<file path="src/rtl/z80_wait_state_ctrl_pkg.sv">
// Shared types and constants for the Z80 wait-state controller: FSM states,
// bus-cycle type codes, counter widths and the default slow-port window.
package z80_wait_state_ctrl_pkg;

    localparam int unsigned WAIT_W    = 4;
    localparam int unsigned TMO_W     = 8;
    localparam int unsigned ADDR_W    = 8;
    localparam int unsigned MAX_WAITS = (1 << WAIT_W) - 1;
    localparam int unsigned MAX_TMO   = (1 << TMO_W) - 1;

    localparam logic [ADDR_W-1:0] DEF_SLOW_BASE = 8'h68;
    localparam logic [ADDR_W-1:0] DEF_SLOW_MASK = 8'hFC;

    typedef enum logic [1:0] {
        ST_IDLE,
        ST_COUNT,
        ST_SLOW,
        ST_HOLD
    } state_t;

    typedef enum logic [1:0] {
        CT_M1,
        CT_MEM,
        CT_IO,
        CT_INTA
    } cycle_t;

    // Start event handed from the strobe detector to the sequencer
    typedef struct packed {
        logic   start;
        cycle_t ctype;
    } cycle_evt_t;

    // Wait-state count for a given cycle type; INTA shares the I/O count
    function automatic logic [WAIT_W-1:0] waits_for(
        input cycle_t            ctype,
        input logic [WAIT_W-1:0] m1_waits,
        input logic [WAIT_W-1:0] mem_waits,
        input logic [WAIT_W-1:0] io_waits
    );
        case (ctype)
            CT_M1:   return m1_waits;
            CT_MEM:  return mem_waits;
            default: return io_waits;
        endcase
    endfunction

endpackage

</file>
<file path="src/rtl/z80_wait_state_ctrl_cycle_detect.sv">
// Strobe history and bus-cycle start detection: a one-clock start pulse on a
// falling MREQ_n/IORQ_n plus the prioritised cycle type of that cycle.
module z80_wait_state_ctrl_cycle_detect
    import z80_wait_state_ctrl_pkg::*;
(
    input  logic       clk,
    input  logic       reset,
    input  logic       mreq_n,
    input  logic       iorq_n,
    input  logic       m1_n,
    output cycle_evt_t evt_c
);

    logic mreq_q;
    logic iorq_q;

    // History resets high so a strobe already low at reset release counts as a fall
    always_ff @(posedge clk) begin
        if (reset) begin
            mreq_q <= 1'b1;
            iorq_q <= 1'b1;
        end else begin
            mreq_q <= mreq_n;
            iorq_q <= iorq_n;
        end
    end

    always_comb begin
        evt_c       = '{start: 1'b0, ctype: CT_MEM};
        evt_c.start = (!mreq_n && mreq_q) || (!iorq_n && iorq_q);
        if (!iorq_n && !m1_n) begin
            evt_c.ctype = CT_INTA;
        end else if (!mreq_n && !m1_n) begin
            evt_c.ctype = CT_M1;
        end else if (!mreq_n) begin
            evt_c.ctype = CT_MEM;
        end else begin
            evt_c.ctype = CT_IO;
        end
    end

endmodule

</file>
<file path="src/rtl/z80_wait_state_ctrl.sv">
// Z80 bus-cycle sequencer: drives WAIT_n for programmable per-type wait states
// and holds slow-port I/O cycles until the peripheral acks or a watchdog expires.
module z80_wait_state_ctrl
    import z80_wait_state_ctrl_pkg::*;
#(
    parameter int unsigned       M1_WAITS   = 1,
    parameter int unsigned       MEM_WAITS  = 0,
    parameter int unsigned       IO_WAITS   = 2,
    parameter logic [ADDR_W-1:0] SLOW_BASE  = DEF_SLOW_BASE,
    parameter logic [ADDR_W-1:0] SLOW_MASK  = DEF_SLOW_MASK,
    parameter int unsigned       TMO_CYCLES = 255
) (
    input  logic              clk,
    input  logic              reset,
    input  logic              mreq_n,
    input  logic              iorq_n,
    input  logic              m1_n,
    input  logic [ADDR_W-1:0] io_addr,
    input  logic              slow_ack,
    input  logic              tmo_clr,
    output logic              wait_n,
    output logic              slow_req,
    output logic              cycle_active,
    output logic              timeout_flag
);

    if (M1_WAITS > MAX_WAITS || MEM_WAITS > MAX_WAITS || IO_WAITS > MAX_WAITS ||
        TMO_CYCLES < 1 || TMO_CYCLES > MAX_TMO) begin : g_param_check
        $error("z80_wait_state_ctrl: wait counts must be 0..15 and TMO_CYCLES 1..255");
    end

    cycle_evt_t        evt_c;
    state_t            state;
    logic [WAIT_W-1:0] cnt;
    logic [TMO_W-1:0]  tmo;
    logic              slow_sel;
    logic [WAIT_W-1:0] start_waits_c;
    logic              start_slow_c;
    logic              release_c;

    z80_wait_state_ctrl_cycle_detect u_detect (
        .clk    (clk),
        .reset  (reset),
        .mreq_n (mreq_n),
        .iorq_n (iorq_n),
        .m1_n   (m1_n),
        .evt_c  (evt_c)
    );

    // Per-cycle decode at the start pulse; INTA never enters the slow path
    always_comb begin
        start_waits_c = waits_for(evt_c.ctype, WAIT_W'(M1_WAITS), WAIT_W'(MEM_WAITS),
                                  WAIT_W'(IO_WAITS));
        start_slow_c  = (evt_c.ctype == CT_IO) && ((io_addr & SLOW_MASK) == SLOW_BASE);
        release_c     = mreq_n && iorq_n;
    end

    always_ff @(posedge clk) begin
        if (reset) begin
            state        <= ST_IDLE;
            wait_n       <= 1'b1;
            slow_req     <= 1'b0;
            cycle_active <= 1'b0;
            timeout_flag <= 1'b0;
            cnt          <= '0;
            tmo          <= '0;
            slow_sel     <= 1'b0;
        end else begin
            // A timeout set later in this block overrides the clear
            if (tmo_clr) begin
                timeout_flag <= 1'b0;
            end
            case (state)
                ST_IDLE: begin
                    if (evt_c.start) begin
                        cycle_active <= 1'b1;
                        slow_sel     <= start_slow_c;
                        if (start_waits_c != '0) begin
                            state  <= ST_COUNT;
                            cnt    <= start_waits_c;
                            wait_n <= 1'b0;
                        end else if (start_slow_c) begin
                            state    <= ST_SLOW;
                            tmo      <= TMO_W'(TMO_CYCLES);
                            slow_req <= 1'b1;
                            wait_n   <= 1'b0;
                        end else begin
                            state <= ST_HOLD;
                        end
                    end
                end
                ST_COUNT: begin
                    if (release_c) begin
                        state        <= ST_IDLE;
                        wait_n       <= 1'b1;
                        slow_req     <= 1'b0;
                        cycle_active <= 1'b0;
                        cnt          <= '0;
                    end else if (cnt == WAIT_W'(1)) begin
                        cnt <= '0;
                        if (slow_sel) begin
                            state    <= ST_SLOW;
                            tmo      <= TMO_W'(TMO_CYCLES);
                            slow_req <= 1'b1;
                        end else begin
                            state  <= ST_HOLD;
                            wait_n <= 1'b1;
                        end
                    end else begin
                        cnt <= cnt - WAIT_W'(1);
                    end
                end
                ST_SLOW: begin
                    if (release_c) begin
                        state        <= ST_IDLE;
                        wait_n       <= 1'b1;
                        slow_req     <= 1'b0;
                        cycle_active <= 1'b0;
                    end else if (slow_ack) begin
                        state    <= ST_HOLD;
                        wait_n   <= 1'b1;
                        slow_req <= 1'b0;
                    end else if (tmo == TMO_W'(1)) begin
                        state        <= ST_HOLD;
                        wait_n       <= 1'b1;
                        slow_req     <= 1'b0;
                        timeout_flag <= 1'b1;
                    end else begin
                        tmo <= tmo - TMO_W'(1);
                    end
                end
                ST_HOLD: begin
                    wait_n   <= 1'b1;
                    slow_req <= 1'b0;
                    if (release_c) begin
                        state        <= ST_IDLE;
                        cycle_active <= 1'b0;
                    end
                end
                default: begin
                    state <= ST_IDLE;
                end
            endcase
        end
    end

endmodule

</file>
<file path="config.mk">
export PLATFORM = sky130hd
export DESIGN_NAME = z80_wait_state_ctrl
export DESIGN_NICKNAME = d
export VERILOG_FILES = /design/src/rtl/z80_wait_state_ctrl_pkg.sv /design/src/rtl/z80_wait_state_ctrl_cycle_detect.sv /design/src/rtl/z80_wait_state_ctrl.sv
export SDC_FILE = /design/constraint.sdc
export NUM_CORES = 1
export LEC_CHECK = 0
export ABC_CLOCK_PERIOD_IN_PS = 3820
export CORE_ASPECT_RATIO = 1.75
export CORE_MARGIN = 8
export CORE_UTILIZATION = 45
export CTS_BUF_LIST = sky130_fd_sc_hd__clkbuf_16
export DETAILED_ROUTE_END_ITERATION = 12
export PLACE_DENSITY = 0.69
export RECOVER_POWER = 50
export SKIP_CTS_REPAIR_TIMING = 1
export SLEW_MARGIN = 30
export SYNTH_ARGS = -nofsm -noshare
export SYNTH_HDL_FRONTEND = slang
export SYNTH_SLANG_ARGS = --single-unit
</file>
<file path="constraint.sdc">
create_clock -name clk -period 3.82 [get_ports clk]
set_input_delay 0.764 -clock clk [delete_from_list [all_inputs] [get_ports clk]]
set_output_delay 0.764 -clock clk [all_outputs]
set_load 0.005 [all_outputs]
</file>
Word-level counts from Yosys, hierarchy flattened

Cells that the tools add are included.
Widths: inputs -> output; s select.

Output and inout bits: 4
Bits in registers: 21
Logic and storage cells: 118
Input bits: 15

Multiplexer cells: 58
Reductions and logical operators: 23
Add/sub/neg operators: 2
Equal/unequal tests: 25

Operators by type and width:

| cell                | count |
|---|---|
| $mux 8              | 9 |
| $mux 1              | 27 |
| $pmux 8 s3          | 1 |
| $mux 2              | 11 |
| $ne 2x2->1 const B  | 11 |
| $mux 4              | 4 |
| $ne 3x3->1 const B  | 4 |
| $reduce_and 10->1   | 1 |
| $eq 8x1->1 const B  | 1 |
| $pmux 1 s4          | 2 |
| $pmux 2 s4          | 1 |
| $pmux 4 s2          | 1 |
| $sub 8x1->8 const B | 1 |
| $eq 2x2->1 const B  | 3 |
| $eq 6x5->1 const B  | 1 |
| $logic_and 1x1->1   | 6 |
| $reduce_and 6->1    | 1 |
| $reduce_and 5->1    | 1 |
| $eq 2x1->1 const B  | 2 |
| $eq 4x1->1 const B  | 1 |
| $logic_not 2->1     | 2 |
| $ne 4x4->1 const B  | 1 |
| $pmux 2 s2          | 1 |
| $reduce_and 2->1    | 2 |
| other kinds (11)    | 13 |

Longest topological paths before layout

Depth after elaboration: 10
Mapped depth: 7
Depth with buffers taken out: 7

Hierarchy

Synthesis repeated with hierarchy kept, for this count alone.

Cell total of the unflattened synthesis: 142
Area, all modules: 1154.9 sq um

Modules (own cells, without submodules):

| module                           | times used | cells each | area an instance (sq um) | sequential area each (sq um) |
|---|---|---|---|---|
| z80_wait_state_ctrl              | 1          | 133        | 1071.0                   | 380.4 |
| z80_wait_state_ctrl_cycle_detect | 1          | 9          | 83.8                     | 40.0 |

Worst setup path before layout

OpenSTA, ideal clock, no wires.

Path type: input-to-reg
From: in mreq_n
To: reg wait_n
Buffers on the path: 1
Data required time: 3.693 ns
Stages: 6
Slack: 1.711 ns
Library setup time: 0.127 ns
Arrival time: 1.983 ns
Path through: buf_4 and2_0 or3b_4 o211ai_4 nor3_1 or3_1

Longest elaborated chain between the ends: 10
Elaborated cells between the ends (all ways): 25
Those cells by class: eq/ne: 7; mux: 9; reduce/logical: 9

RTL lines:

| what                                          | line                                                                           | source |
|---|---|---|
| from (decl)                                   | z80_wait_state_ctrl.sv:15                                                      | `input logic mreq_n,` |
| $logic_not 1->1                               | z80_wait_state_ctrl_cycle_detect.sv:30, z80_wait_state_ctrl_cycle_detect.sv:33 |  |
| $logic_and 1x1->1                             | z80_wait_state_ctrl_cycle_detect.sv:33                                         | `end else if (!mreq_n && !m1_n) begin` |
| $mux 2                                        | z80_wait_state_ctrl_cycle_detect.sv:33                                         |  |
| $mux 2                                        | z80_wait_state_ctrl_cycle_detect.sv:31                                         | `if (!iorq_n && !m1_n) begin` |
| $eq 2x1->1 or $logic_not 2->1 (tied branches) | z80_wait_state_ctrl_pkg.sv:41                                                  | `case (ctype)` |
| $pmux 2 s2                                    | z80_wait_state_ctrl_pkg.sv:41                                                  |  |
| $reduce_bool 4->1                             | z80_wait_state_ctrl.sv:78                                                      | `if (start_waits_c != '0) begin` |
| $mux 1                                        | z80_wait_state_ctrl.sv:78                                                      |  |
| $mux 1                                        | z80_wait_state_ctrl.sv:75                                                      | `if (evt_c.start) begin` |
| $pmux 1 s4                                    | z80_wait_state_ctrl.sv:73                                                      | `case (state)` |
| to (signal assigned)                          | z80_wait_state_ctrl.sv:81                                                      | `wait_n <= 1'b0;` |
| to (signal assigned)                          | z80_wait_state_ctrl.sv:86                                                      | `wait_n <= 1'b0;` |
| to (signal assigned)                          | z80_wait_state_ctrl.sv:95                                                      | `wait_n <= 1'b1;` |
| to (decl)                                     | z80_wait_state_ctrl.sv:21                                                      | `output logic wait_n,` |

Several ways; a longest one is shown, not always the timed one. The select of a mux whose other input is x is not followed.
A chain may end at the register's enable or synchronous reset.

Final worst setup path

Same ends and word-level chain as after synthesis.

==> flow_summary_export.csv <==
group,metric,value,unit
drt,wire_per_inst,15.6,um
synthesis,netlist_area,1180,um^2
cts,cts_tree,"built",
synthesis,ys_seq_area_share,35.7,%
hold_path,min-delay-path-class,"flip-flop to flip-flop",
synthesis,netlist_instances,135,
timing,min_period_over_period,72.9,%
power_and_ir_drop,vdd_drop_max,0.231,mV
cts,cts_max_level,1,
cells_and_area,diodes,0,
synthesis,synth_edf_count,0,
placement,portBuffers,16,
critical_path,critPathArrivalTime,2.92,ns
timing,setup_viol,0,
timing,period_needed,2.78,ns
global_routing,antenna_found_initial,0,
critical_path,crit_fanout,9,
timing,setup_tns,0,ns
critical_path,max_stage_delay,0.70,ns
critical_path,worst-r2r-setup-slack,1.52,ns
die,pin_count,19,
synthesis,syn_area_per_cell,8.72,um^2
critical_path,crit_start,"mreq_n",
cts,clk_latency,0.25,ns
cells_and_area,fill_cells,243,
global_routing,track_usage,13.0,%
status,status,"complete, no violations",
die,core,2490,um^2
critical_path,reg2reg_from,"cnt[0]",
critical_path,required,3.96,ns
synthesis,synth_seq_cells,21,
cells_and_area,syn_to_final_growth,19.8,%
global_routing,first_global_vias,1084,
critical_path,crit_family,"simple AND/OR/NAND/NOR gates",
cells_and_area,final_cell_mix,"21 x dfxtp_1, 18 x nor2_1, 12 x a21oi_1",
timing,tightest_slew,0.800,ns
power_and_ir_drop,p_per_area,442,nW/um^2
global_routing,globalRouteOverflowTotal,0,
critical_path,rr_endpoint,"wait_n",
global_routing,grt_pass1_wl,4650,um
die,dieWidth,54.7,um
die,fp.dieArea,4570,um^2
global_routing,grt_start_max_net_pins,22,
synthesis,ys.flop_type,"dfxtp_1",
drt,drtPass1Iterations,4,
critical_path,reg2reg_depth,6,
timing,rsz0062_at_grt,"no",
die,rows,24,
run,maxCapViolations,0,
cts,clock_path_buffers,2,
synthesis,synth_nets,154,
placement,hpwl,2140,um
timing,slew_headroom,46.5,%
timing,setup_ws,1.04,ns
power_and_ir_drop,power.total,0.623,mW
synthesis,async_flop_share,0,%
critical_path,cp-endpoint,"wait_n",
power_and_ir_drop,power_leakage,0.539,nW
critical_path,cp_num_buf_inv,1,
cells_and_area,drive_gt1_share,11.2,%
critical_path,path_class,"input pin to flip-flop",
cts,cts_sinks,21,
placement,dp_slack,0.951,ns
die,dieHeight,83.7,um
timing,fmax,0.359,GHz
timing,worst_hold_slack,0.480,ns
synthesis,ys_warn_count,0,
placement,dpl.cell_count,174,
critical_path,crit_chain,"dlygate4sd3_1, and2_0, or3b_1, o211ai_1, o31a_1, or3_1",
timing,clock_skew,0.00246,ns
critical_path,startpoint_type,"input pin",
drt,drt-total-wl,2780,um
die,start_util,47.2,%
critical_path,crit_path_end_kind,"flip-flop",
timing,final-hold-violation-count,0,
cts,cts_made_buffers,3,
drt,drc,0,
drt,viasPerCell,6.03,
drt,vias,1073,
timing,drv_slew,0,
drt,drt_iter0_markers,47,
drt,ant_nets,0,
cells_and_area,stdcell_count,178,
synthesis,ys_types,47,
cells_and_area,fin_nets,172,
cells_and_area,layout_commonest_cell,"dfxtp_1",
critical_path,crit_slowest_cell,"dlygate4sd3_1",
cts,clkTransAtPathRegs,0.05,ns
cts,cts_root_buf,"clkbuf_16",
critical_path,worst-path-stages,6,
placement,gp_congestion,0.831,
==> metrics by stage <==
stage / utilization (%) / area (um^2)
floorplan: - / 1180
global placement: 54.4 / 1360
detailed placement: 54.4 / 1360
CTS: 57.5 / 1430
global route: 56.6 / 1410
finish: 56.6 / 1410
==> flip-flops by register name, indices dropped and copies added, names as in the netlist <==
register	count
cnt	4
cycle_active	1
slow_req	1
slow_sel	1
state	2
timeout_flag	1
tmo	8
u_detect.iorq_q	1
u_detect.mreq_q	1
wait_n	1
==> cell usage after synthesis (all sizes together) (2+ instances only) <==
library cell	count	area (um^2)
dfxtp	21	420
nor2	18	67.6
a21oi	12	60.1
nand2	11	48.8
inv	7	26.3
nor3	7	40.0
a311oi	6	52.6
a211oi	4	35.0
ha	4	50.1
nand2b	3	21.3
or2	3	18.8
a21o	2	15.0
and2	2	12.5
and2b	2	17.5
clkbuf	2	7.51
o211a	2	20.0
o211ai	2	28.8
o21ai	2	10.0
o22ai	2	12.5
or2b	2	16.3
or3b	2	22.5
==> per-layer routing <==
metal  vias to the layer above  wire length, um  GRT usage [%]
li1                        526                -              -
met1                       515             1070           13.1
met5                         -                0              0
met3                         7               91           3.04
met2                        25             1540           22.6
met4                         0               70           6.31
==> worst register-to-register path: stages, from the launching register on <==
cell,delay (ns)
dfxtp_1,0.40
ha_1,0.18
nor3b_1,0.51
or3b_1,0.32
o211ai_1,0.18
o31a_1,0.26
or3_1,0.33
==> area by class of cell <==
cell class	instances	area, um^2	area share, %
Multi-Input combinational cell	104	692	49.1
Sequential cell	21	420	29.8
Timing Repair Buffer	16	160	11.4
Clock buffer	3	75.1	5.32
Tap cell	26	32.5	2.31
Inverter	7	26.3	1.86
Clock inverter	1	3.75	0.266
==> kinds of logic (layout without fill, tap and decap cells) <==
logic type                 after synthesis  count (layout)  share of synthesized area, %
AOI/OAI and AO/OA                       39              39                          25.9
buffers and inverters                   10              27                          3.51
muxes                                    1               1                         0.850
adders and majority gates                4               4                          4.25
DFF                                     21              21                          35.7
and+or+nand+nor                         60              60                          29.8
==> power by group <==
group | internal (mW) | switching, mW
clock | 0.139 | 0.0750
combinational | 0.0688 | 0.0768
sequential | 0.240 | 0.0233
total | 0.448 | 0.175
==> how the worst min path moves through the flow <==
stage / from / endpoint / slack [ns] / depth (start not counted)
global route: slow_req / slow_req / 0.50 / 2
CTS: cycle_active / cycle_active / 0.49 / 2
floorplan: slow_sel / slow_sel / 0.44 / 2
detailed placement: slow_req / slow_req / 0.47 / 2
global placement: slow_sel / slow_sel / 0.46 / 2
finish: cycle_active / cycle_active / 0.48 / 2
No activity file was read; power rests on OpenSTA's default activity.
